## config.mk

```make
export PLATFORM = sky130hd
export DESIGN_NAME = regs_cmd_responder
export DESIGN_NICKNAME = d
export VERILOG_FILES = /design/src/rtl/regs_cmd_responder.sv
export SDC_FILE = /design/constraint.sdc
export NUM_CORES = 1
export LEC_CHECK = 0
export CORE_ASPECT_RATIO = 1.25
export CORE_MARGIN = 10
export CORE_UTILIZATION = 30
export CTS_BUF_LIST = sky130_fd_sc_hd__clkbuf_4
export DETAILED_ROUTE_END_ITERATION = 7
export GPL_TIMING_DRIVEN = 0
export PLACE_DENSITY_LB_ADDON = 0.1
export SLEW_MARGIN = 10
export SYNTH_ARGS = -nofsm -noshare
export SYNTH_HDL_FRONTEND = slang
export SYNTH_SLANG_ARGS = --single-unit
```

## constraint.sdc

```tcl
create_clock -name clk_i -period 15.2 [get_ports clk_i]
set_input_delay 2.28 -clock clk_i [delete_from_list [all_inputs] [get_ports clk_i]]
set_output_delay 2.28 -clock clk_i [all_outputs]
set_load 0.03 [all_outputs]
```

## src/rtl/regs_cmd_responder.sv

```systemverilog
// regs_cmd_responder: command-interface target with CTRL/STATUS/ERR_CNT/ID register bank
module regs_cmd_responder #(
  parameter int NUM_CTRL = 4,
  parameter logic [31:0] ID_VAL = 32'h5245_4753,
  parameter int ERR_W = 8
) (
  input  logic                    clk_i,
  input  logic                    rst_i,
  input  logic [1:0]              cmd_i,
  input  logic [7:0]              cmd_addr_i,
  input  logic [31:0]             cmd_data_i,
  output logic [31:0]             cmd_data_o,
  output logic                    rsp_vld_o,
  output logic                    err_o,
  input  logic [7:0]              evt_i,
  output logic [32*NUM_CTRL-1:0]  ctrl_o
);
  logic [31:0] ctrl [NUM_CTRL];
  logic [7:0] status;
  logic [ERR_W-1:0] err_cnt;
  logic rd, wr, ill, is_ctrl, is_stat, is_cnt, is_id, rd_ok, wr_ok, err;
  logic [7:0] clr;
  logic [31:0] rdata;
  // command decode, legality and read mux (unmapped addresses read as 0)
  always_comb begin
    rd = cmd_i == 2'b01;
    wr = cmd_i == 2'b10;
    ill = cmd_i == 2'b11;
    is_ctrl = cmd_addr_i[1:0] == 2'b00 && cmd_addr_i[7:2] < 6'(NUM_CTRL);
    is_stat = cmd_addr_i == 8'h10;
    is_cnt = cmd_addr_i == 8'h14;
    is_id = cmd_addr_i == 8'h18;
    rd_ok = rd && (is_ctrl || is_stat || is_cnt || is_id);
    wr_ok = wr && (is_ctrl || is_stat);
    err = ill || (rd && !rd_ok) || (wr && !wr_ok);
    clr = wr_ok && is_stat ? cmd_data_i[7:0] : 8'h00;
    rdata = is_stat ? {24'h0, status} : is_cnt ? 32'(err_cnt) : is_id ? ID_VAL : 32'h0;
    for (int i = 0; i < NUM_CTRL; i++)
      if (is_ctrl && cmd_addr_i[7:2] == 6'(i)) rdata = ctrl[i];
  end
  // register bank, saturating error counter and registered response
  always_ff @(posedge clk_i or posedge rst_i) begin
    if (rst_i) begin
      for (int i = 0; i < NUM_CTRL; i++) ctrl[i] <= '0;
      status <= '0;
      err_cnt <= '0;
      cmd_data_o <= '0;
      rsp_vld_o <= 1'b0;
      err_o <= 1'b0;
    end else begin
      for (int i = 0; i < NUM_CTRL; i++)
        if (wr_ok && is_ctrl && cmd_addr_i[7:2] == 6'(i)) ctrl[i] <= cmd_data_i;
      status <= (status & ~clr) | evt_i;
      if (err && !(&err_cnt)) err_cnt <= err_cnt + ERR_W'(1);
      if (rd) cmd_data_o <= rdata;
      rsp_vld_o <= rd;
      err_o <= err;
    end
  end
  for (genvar n = 0; n < NUM_CTRL; n++) begin : g_ctrl
    assign ctrl_o[32*n +: 32] = ctrl[n];
  end
endmodule
```

# == After elaboration in Yosys (flattened, before gate mapping) ==
# Cells that the tools add are included.
# totals
regBits,178
latch_bits,0
ram_bits,0
romBits,0
in_bits,52
output_inout_bits,162
wordCells,58
memories,0
# op_classes
addsub,1
mul,0
div,0
order_cmp,1
n_eq_ne,9
shifts,0
n_mux,8
n_bitwise,3
reduce_logical,27
# ops
cell,count
$mux W32,4
$mux W31,3
$eq A8 B5 Y1 const B,3
$logic_and A1 B1 Y1,16
$eq A6 B2 Y1 const B,2
$add A8 B1 Y8 const B,1
$and A8 B8 Y8,1
$mux W8,1
$not A8 Y8,1
$or A8 B8 Y8,1
$reduce_and A8 Y1,1
$eq A6 B1 Y1 const B,1
$logic_not A6 Y1,1
$lt A6 B3 Y1 const B,1
$logic_or A1 B1 Y1,5
$eq A2 B2 Y1 const B,2
$logic_not A1 Y1,3
$eq A2 B1 Y1 const B,1
$logic_not A2 Y1,1

# == Longest topological paths before layout ==
# Gate-level depths: netlist of run 1.
# logic_depth
word_depth,11
mapped_depth,7
ltp_nobuf,6

# == Worst setup path before layout of run 1 ==
# OpenSTA, ideal clock, no wires.
# synth_timing
path_kind,input port to flip-flop
startpoint,in cmd_addr_i[1]
endpoint,reg ctrl (netlist bit ctrl_o[32])
setup_time_ps,125
t_arrival_ps,3883
t_required_ps,15075
setup_slack_ps,11192
stages,5
path_buffers,1
cell_sequence,or4_4 nor3_4 nand4b_4 buf_6 mux2_4
# synth_via
elab_chain_len,6
elab_cells_between_ends,7
cone_classes,eq/ne: 1; reduce/logical: 6
# synth_rtl
element,line,rtl
start: declaration,10,"input logic [7:0] cmd_addr_i,"
branches (longest 4 deep; another with $eq A8 B5 Y1),n/a,
$logic_and A1 B1 Y1 (*) (2 in series),52,if (wr_ok && is_ctrl && cmd_addr_i[7:2] == 6'(i)) ctrl[i] <= cmd_data_i;
end signal: indexed assignment,52,
end: declaration,18,logic [31:0] ctrl [NUM_CTRL];
# Every way passes the cells marked *.
# A chain may end at the register's enable or synchronous reset.

# == Worst setup path in the final report of run 1 ==
# layout_timing
startpoint,in cmd_addr_i[2]
endpoint,reg ctrl (netlist bit ctrl_o[109])
# layout_via
elab_chain_len,6
elab_cells_between_ends,8
cone_classes,order compare: 1; eq/ne: 2; reduce/logical: 5
# layout_rtl
element,line,rtl
$lt A6 B3 Y1,29,is_ctrl = cmd_addr_i[1:0] == 2'b00 && cmd_addr_i[7:2] < 6'(NUM_CTRL);
$logic_and A1 B1 Y1,29,
$logic_or A1 B1 Y1,34,wr_ok = wr && (is_ctrl || is_stat);
$logic_and A1 B1 Y1,34,
$logic_and A1 B1 Y1,52,
$logic_and A1 B1 Y1 (*),52,
# Mark *: on every way between the ends. The rest lies on a longest branch, timed or not.

==> summary by stage, run 1 <==
Run status
The flow ran to the end, and the final reports show no timing, DRC or antenna violations.

STA
Timing would allow up to roughly 220 MHz. The actual slew at the worst max-slew pin is around 1 ns. The post-route setup TNS is 0 ns. The final count of pins violating max slew is 0. The period utilization is 0.303.

The worst-case headroom to the max-slew limit is 0.330. The count of final setup violators is 0. Across the routed clock network, the largest skew measured is 0.0369 ns. Setup repair after global routing left no endpoint under its margin. The shortest period the worst path allows is approximately 4.6 ns. The number of hold-slack violations in the final timing report is 0.

Floorplan
The initial core utilization is 0.304. The count of standard-cell rows is 67. In this run the horizontal extent of the chip is 167 um. The die covers 34200 um^2. In this run the vertical extent of the chip is 204 um. The number of placed I/O pins is 214. The core area is between 20000 and 30000 um^2.

Layout
After filler insertion, the fill cell instance count of the layout stands at approximately 2600. At the end of the flow, the number of nets in the layout was between 900 and 1000. The area growth from synthesis to layout is 35.5%.

The register area is roughly 4500 um^2. In the layout the commonest cells are 213 x sky130_fd_sc_hd__clkdlybuf4s50_1, 178 x sky130_fd_sc_hd__dfrtp_1, 87 x sky130_fd_sc_hd__mux2_2, 60 x sky130_fd_sc_hd__nor2_1, 55 x sky130_fd_sc_hd__o21ai_0. The area of the multi-input gates is between 3000 and 4000 um^2. Of the cells placed in the final design, the portion with a size suffix greater than 1 is 0.207. The most frequent standard cell in the layout excluding fill and tap cells is sky130_fd_sc_hd__clkdlybuf4s50_1.

Yosys
The post-synthesis cell type count is 45. The commonest register cell after synthesis is sky130_fd_sc_hd__dfrtp_1. The sequential fraction of the synthesis area is 0.547. By area the synthesized netlist is led by sky130_fd_sc_hd__dfrtp_1 55%, sky130_fd_sc_hd__mux2_2 12%, sky130_fd_sc_hd__mux2_4 7.4%, sky130_fd_sc_hd__o21ai_0 3.4%, sky130_fd_sc_hd__nor2_1 2.8%.

The share of synthesized area in the top cell type comes to 0.547. Of all flip-flops after synthesis, the portion carrying an async set or reset was 1.00. The average size of a mapped cell is about 12 um^2. The cell type with the highest aggregate area in the netlist is sky130_fd_sc_hd__dfrtp_1.

The count of flip-flops with a built-in enable after synthesis is 0. The post-synthesis instance area is 8140 um^2. The number of nets handed over by synthesis was around 710.

The number of warning messages in the yosys log is 0. The total of flip-flops plus latches after synthesis is approximately 180. The cell count after synthesis came out at ~650.

Routing
In this run the remaining antenna-violating nets after routing total 0. After detailed routing, the number of vias per cell comes to just under 5. Dividing the detail-routed wire length by the instance count gives 24.5 um.

The first detailed-routing pass ran for 4 iterations. After detailed routing, the number of remaining DRC violations is 0. The routed via count is about 6200. Wires add up to between 30000 and 40000 um.

In this run, the number of DRC markers left after iteration 0 of detailed routing was about 270.

Clock network
The clock reaches the later pin of the worst-skew pair after 0.61 ns. The maximum level of the CTS H-tree is 4. Counting along the longest clock path gives a buffer depth of 2. TritonCTS built the clock tree. Clock tree synthesis selected as its root buffer the cell sky130_fd_sc_hd__clkbuf_4. The count of instances resized after the clock tree is built is 0.

The clock-pin slew of the registers on the worst-case setup and hold paths is 0.15 ns. The number of buffers created by CTS is 17. After clock tree synthesis, the setup repair step added 0 buffers.

The clock sink count is ~180. Hold repair after CTS inserted 0 buffers.

Critical path
The category of the worst setup path capture point is a register. Walking the worst path, the cells encountered are clkdlybuf4s50_1 -> clkbuf_1 -> nand2_1 -> nor2_1 -> buf_4 -> mux2_2. The largest incremental delay on the critical path is 0.61 ns. For the worst setup path, the data arrival time is between 5 and 6 ns. The critical path start-end classification is primary input to register. The slowest stage of the critical path belongs to the cell sky130_fd_sc_hd__clkdlybuf4s50_1. STA puts the critical path data required time at 15.68 ns. The largest fanout of any net on the critical path is 10. STA classifies the critical path startpoint as a primary input. The cell family contributing the most delay on the critical path is buffers and inverters.

Counting both buffers and inverters, the worst setup path holds a total of 3.

GRT
The sum of overflow across all layers after global routing is 0. The first global-routing pass estimated between 40000 and 50000 um of wire. Entering global routing, the biggest net connects 109 pins. The number of global-route vias before repair is about 6700. For this run, the total global-route usage over all layers was measured as 0.177.

The number of antenna violations at the first check in global routing was 3.

Place
The placer congestion estimate is 0.788. Port buffering added 213 buffers. The detailed placement HPWL is 21800 um.

Pwr
Total power for the finished layout comes to about 0.00094 W. The leakage power is around 5.0 nW. Of the total power, registers draw 0.546. The ratio of total power to cell area is 85.6 nW/um^2. The total internal power is about 0.00066 W. The maximum vdd drop is 47.0 uV. The share of power burned in combinational logic is 0.156. Of the total power, the clock network draws 0.298. The switching power is 0.000286 W. The proportion of total power due to net switching is 0.304.

Flow run
The number of maximum-capacitance constraint violations is 0.

Min path
The min-delay analysis places its worst path in the category register to register.
[cell families (layout without fill, tap and decap cells)]
kind of cell,Yosys count,after routing,share of synthesized area
flip-flops,178,178,0.547
multiplexers,153,153,0.230
adder cells (fa/ha/maj),1,1,0.00154
buffers and inverters,50,296,0.0324
AO/OA/AOI/OAI,124,124,0.101
other,0,2,0
AND/OR/NAND/NOR,142,142,0.0813
XOR/XNOR,6,6,0.00646
[power groups by stage]
stage,combinational [W],sequential [W],clock (W)
2_1_floorplan,0.0000630,0.000539,0
3_3_place_gp,0.000147,0.000524,0
3_5_place_dp,0.000149,0.000524,0
4_1_cts,0.000150,0.000515,0.000294
5_1_grt,0.000160,0.000519,0.000310
6_report,0.000147,0.000515,0.000281
[per-layer routing]
layer | global-route usage | part of all wire
met1 | 0.208 | 0.42
met2 | 0.295 | 0.49
met3 | 0.0677 | 0.074
met4 | 0.0498 | 0.016
met5 | 0 | 0.00059
[per-stage QoR]
step           hold WS [ns]  area [um^2]  setup WS, ns  std cells   util
6_report              0.497        11000         10.59       1247  0.412
5_1_grt               0.513        11000         10.43       1247  0.412
4_1_cts               0.503        11000         10.61       1245  0.412
3_5_place_dp          0.462        10700          9.94       1213  0.401
3_3_place_gp          0.453        10700          5.06       1212  0.400
2_1_floorplan         0.444         8140          8.09        654      -
[state kept, by name, summed over array words and instances (netlist names)]
name / count
err_cnt: 8
rsp_vld_o: 1
status: 8
ctrl_o: 128
err_o: 1
cmd_data_o: 32
[cells in the mapped netlist (8+ instances only)]
| cell type | n |
|---|---|
| sky130_fd_sc_hd__a21o_1 | 8 |
| sky130_fd_sc_hd__dfrtp_1 | 178 |
| sky130_fd_sc_hd__clkbuf_1 | 22 |
| sky130_fd_sc_hd__o41ai_1 | 16 |
| sky130_fd_sc_hd__nor2_1 | 60 |
| sky130_fd_sc_hd__o22ai_1 | 12 |
| sky130_fd_sc_hd__mux2_2 | 87 |
| sky130_fd_sc_hd__mux2_4 | 40 |
| sky130_fd_sc_hd__nand2_1 | 50 |
| sky130_fd_sc_hd__mux2i_1 | 11 |
| sky130_fd_sc_hd__o21ai_0 | 55 |
| sky130_fd_sc_hd__mux2_1 | 14 |
[worst paths after layout]
kind                                from          end  slack, ns  depth (start not counted)
max                        cmd_addr_i[2]  ctrl_o[109]      10.59                          6
min                            status[7]    status[7]       0.50                          1
max reg2reg                   err_cnt[0]   err_cnt[1]      13.39                          6
min reg2reg                    status[7]    status[7]       0.50                          1
max in group asynchronous          rst_i   ctrl_o[65]      12.09                          3
min in group asynchronous          rst_i  ctrl_o[101]       2.12                          2
[layout make-up]
type,instances,area share
plain buffers,44,0.0219
diodes,2,0.000454
flip-flops and latches,178,0.404
well taps,345,0.0392
inverters,6,0.00272
multi-input cells,426,0.310
clock inverters,15,0.0142
repair buffers,214,0.196
clock buffers,17,0.0116
Power figures use the tool's default switching activity.
==> run 2: changes to the inputs <==
==> constraint.sdc (replaced) <==
create_clock -name clk_i -period 3.7 [get_ports clk_i]
set_input_delay 0.555 -clock clk_i [delete_from_list [all_inputs] [get_ports clk_i]]
set_output_delay 0.555 -clock clk_i [all_outputs]
set_load 0.03 [all_outputs]
==> summary by stage, run 2 (synthesis results as in run 1) <==
Routing
The number of iterations in the first detailed-routing pass is 4. The met1 layer wirelength in the final routing is 12900 um. The routed design uses roughly 15000 um of met2 wire. In the routed design, unresolved DRC markers number 0. The aggregate routed wire length is about 31000 um. The via density per instance is ~4.9. In this run the remaining antenna-violating nets after routing total 0. The highest metal layer carrying signal wires in the routed design is met4.

The detailed router finished its first iteration with between 200 and 300 violations. The routed via count is between 6000 and 7000. In the final routed layout, each cell accounts on average for around 25 um. Detailed routing placed a total of approximately 2300 um of wire on met3.

Pwr
Of the total power, the share spent switching nets is 0.301. Of the total power, the clock network draws 0.315. The maximum vdd drop is about 170 uV. Summed over all nets, the switching power comes to approximately 0.0012 W.

The sequential cell fraction of total power is 0.531. For this design the static power due to leakage is 5.05 nW. The ratio of total power to cell area is roughly 360 nW/um^2. Internal power comes to 0.00279 W. The share of power burned in combinational logic is 0.155.

Min path
The path class of the lowest-slack min-delay path is primary input to asynchronous set/reset pin.

GRT
The number of antenna violations at the first check in global routing was 1. The number of global-route vias before repair is between 6000 and 7000. The maximum number of pins on one net before global-route repair is 34. The wire length of the first global-routing pass is between 40000 and 50000 um.

The sum of overflow across all layers after global routing is 0. In the global route stage, overall resource usage came out at 0.178.

STA
Setup repair after global routing left no endpoint under its margin. The clock skew after layout is 0.0298 ns. Hold is met by between 0.3 and 0.4 ns. The actual slew at the worst max-slew pin is 1.00 ns. The post-route setup TNS is 0 ns. Based on the critical path, the design can be clocked at up to about 350 MHz. The number of hold-slack violations in the final timing report is 0.

The shortest period the worst path allows is 2.88 ns. The period utilization is 0.779. Measured against its own limit, the worst slew margin works out to 0.333. Setup violations remaining at the end of the flow were counted as 0. The final count of pins violating max slew is 0. The least setup slack across all paths after layout is just over 0.8 ns.

Critical path
The critical path goes through clkdlybuf4s50_1 -> buf_2 -> nor2b_1 -> nand2_1 -> nor2_1 -> buf_4 -> mux2_2. For this design, the slowest cell found on the critical path is sky130_fd_sc_hd__clkdlybuf4s50_1. The worst setup path is launched from a primary input. The largest fanout of any net on the critical path is 10. The endpoint arrival time on the critical path is ~3.4 ns.

Together, buffers and inverters on the worst path number 3. Across all register-to-register paths, the minimum setup slack is around 1.9 ns. The data required time at the worst endpoint is 4.19 ns. The worst setup path is captured at a register. The critical path start-end classification is primary input to register. Broken down by cell family, the worst path's largest delay share belongs to simple AND/OR/NAND/NOR gates. For this run, the slowest stage of the critical path takes 0.54 ns.

Flow run
The number of maximum-capacitance constraint violations is 0.

Place
The placer congestion estimate is between 0.8 and 0.9. During placement, the flow inserted port buffers numbering approximately 210. The worst setup slack before clock tree synthesis is ~0.14 ns. The detailed placement HPWL is 22100 um. The placed instances occupy a cell area of about 11000 um^2.

Floorplan
The die covers around 34000 um^2. The height of the die is approximately 200 um. The die outline width is around 170 um. During I/O placement, the number of pins put on the boundary was 214. Row generation in the floorplan step produced between 60 and 70 rows. The initial core utilization is 0.304. The core area is around 27000 um^2.

Layout
At the end of the flow, the number of nets in the layout was about 950. After filler insertion, the fill cell instance count of the layout stands at about 2600. The register with the most flip-flops in the layout has approximately 130 of them.

In the layout the commonest cells are 213 x sky130_fd_sc_hd__clkdlybuf4s50_1, 178 x sky130_fd_sc_hd__dfrtp_1, 87 x sky130_fd_sc_hd__mux2_2, 60 x sky130_fd_sc_hd__nor2_1, 55 x sky130_fd_sc_hd__o21ai_0. The most frequent standard cell in the layout excluding fill and tap cells is sky130_fd_sc_hd__clkdlybuf4s50_1. The area growth from synthesis to layout is 37.0%. Summing all non-filler instances in the final layout gives an area of ~11000 um^2.

Of the cells placed in the final design, the portion with a size suffix greater than 1 is 0.211.

Clock network
TritonCTS built the clock tree. The insertion delay to the later sink of the worst-skew pair is a little over 0.6 ns. Once the clock tree was built, the resizer swapped 0 gates to a different size. The longest clock path from root to sink contains 2 buffers. The number of buffers added for setup after CTS is 0.

The number of buffers created by CTS is 17. The maximum level of the CTS H-tree is 4. Clock-pin slew was measured on the worst setup and hold paths at roughly 0.15 ns.

The clock drives 178 sinks. The CTS root buffer is sky130_fd_sc_hd__clkbuf_4. The number of hold buffers added after CTS is 0.

Run status
The run finished with clean final reports.
[run 2: stage by stage]
| step | std cells | util | power [W] |
|---|---|---|---|
| after floorplan | 654 | - | 0.00247 |
| after global placement | 1212 | 0.400 | 0.00276 |
| after detailed placement | 1218 | 0.405 | 0.00278 |
| after CTS | 1250 | 0.417 | 0.00405 |
| after global routing | 1251 | 0.417 | 0.00419 |
| final | 1251 | 0.417 | 0.00399 |
[run 2: cell type report]
class	instances	area (um^2)	area share
clock buffers	18	135	0.0121
multi-input cells	426	3420	0.307
diodes	1	2.50	0.000224
flip-flops and latches	178	4450	0.400
well taps	345	432	0.0387
inverters	6	26.3	0.00236
clock inverters	14	178	0.0159
plain buffers	44	241	0.0217
repair buffers	219	2260	0.203
[run 2: power by group through the flow]
stage	registers [W]	clock network [W]	logic, W
floorplan	0.00221	0	0.000259
global placement	0.00215	0	0.000607
detailed placement	0.00215	0	0.000627
CTS	0.00212	0.00130	0.000630
global route	0.00213	0.00139	0.000676
finish	0.00212	0.00126	0.000618
[run 2: routing by layer]
| metal | vias to the layer above | global-route usage |
|---|---|---|
| met1 | 3086 | 0.218 |
| met4 | 0 | 0.0455 |
| li1 | 2833 | - |
| met3 | 30 | 0.0619 |
| met5 | - | 0 |
| met2 | 191 | 0.294 |
[run 2: path summary, 6_finish.rpt]
kind / startpoint / end / cells after the start
worst min register to register: status[6] / status[6] / 1
max in group asynchronous: rst_i / ctrl_o[29] / 5
worst min-delay path: rst_i / ctrl_o[103] / 2
min in group clk_i: evt_i[5] / status[5] / 2
worst max-delay path: cmd_addr_i[3] / ctrl_o[105] / 7
worst max register to register: err_cnt[0] / err_cnt[1] / 6
[run 2: worst register-to-register path: cells and delay by family, from the launching register on]
family	cells	cell delay, ns
fa+ha+maj	1	0.25
flops	1	0.45
mux	1	0.29
simple gates	4	0.74
==> run 3: changes to the inputs <==
==> constraint.sdc (replaced) <==
create_clock -name clk_i -period 2.94 [get_ports clk_i]
set_input_delay 0.441 -clock clk_i [delete_from_list [all_inputs] [get_ports clk_i]]
set_output_delay 0.441 -clock clk_i [all_outputs]
set_load 0.03 [all_outputs]
==> results of run 3 <==
The final DEF is identical to that of run 2. Status: finished clean.
Among the figures that moved: setup slack after placement 0.138 ns -> -0.508 ns; setup slack after layout 0.819 ns -> 0.173 ns; hold slack 0.317 ns -> 0.203 ns; register-to-register setup slack 1.87 ns -> 1.11 ns; total power 0.00399 W -> 0.00502 W; worst IR drop on VDD 171 uV -> 215 uV
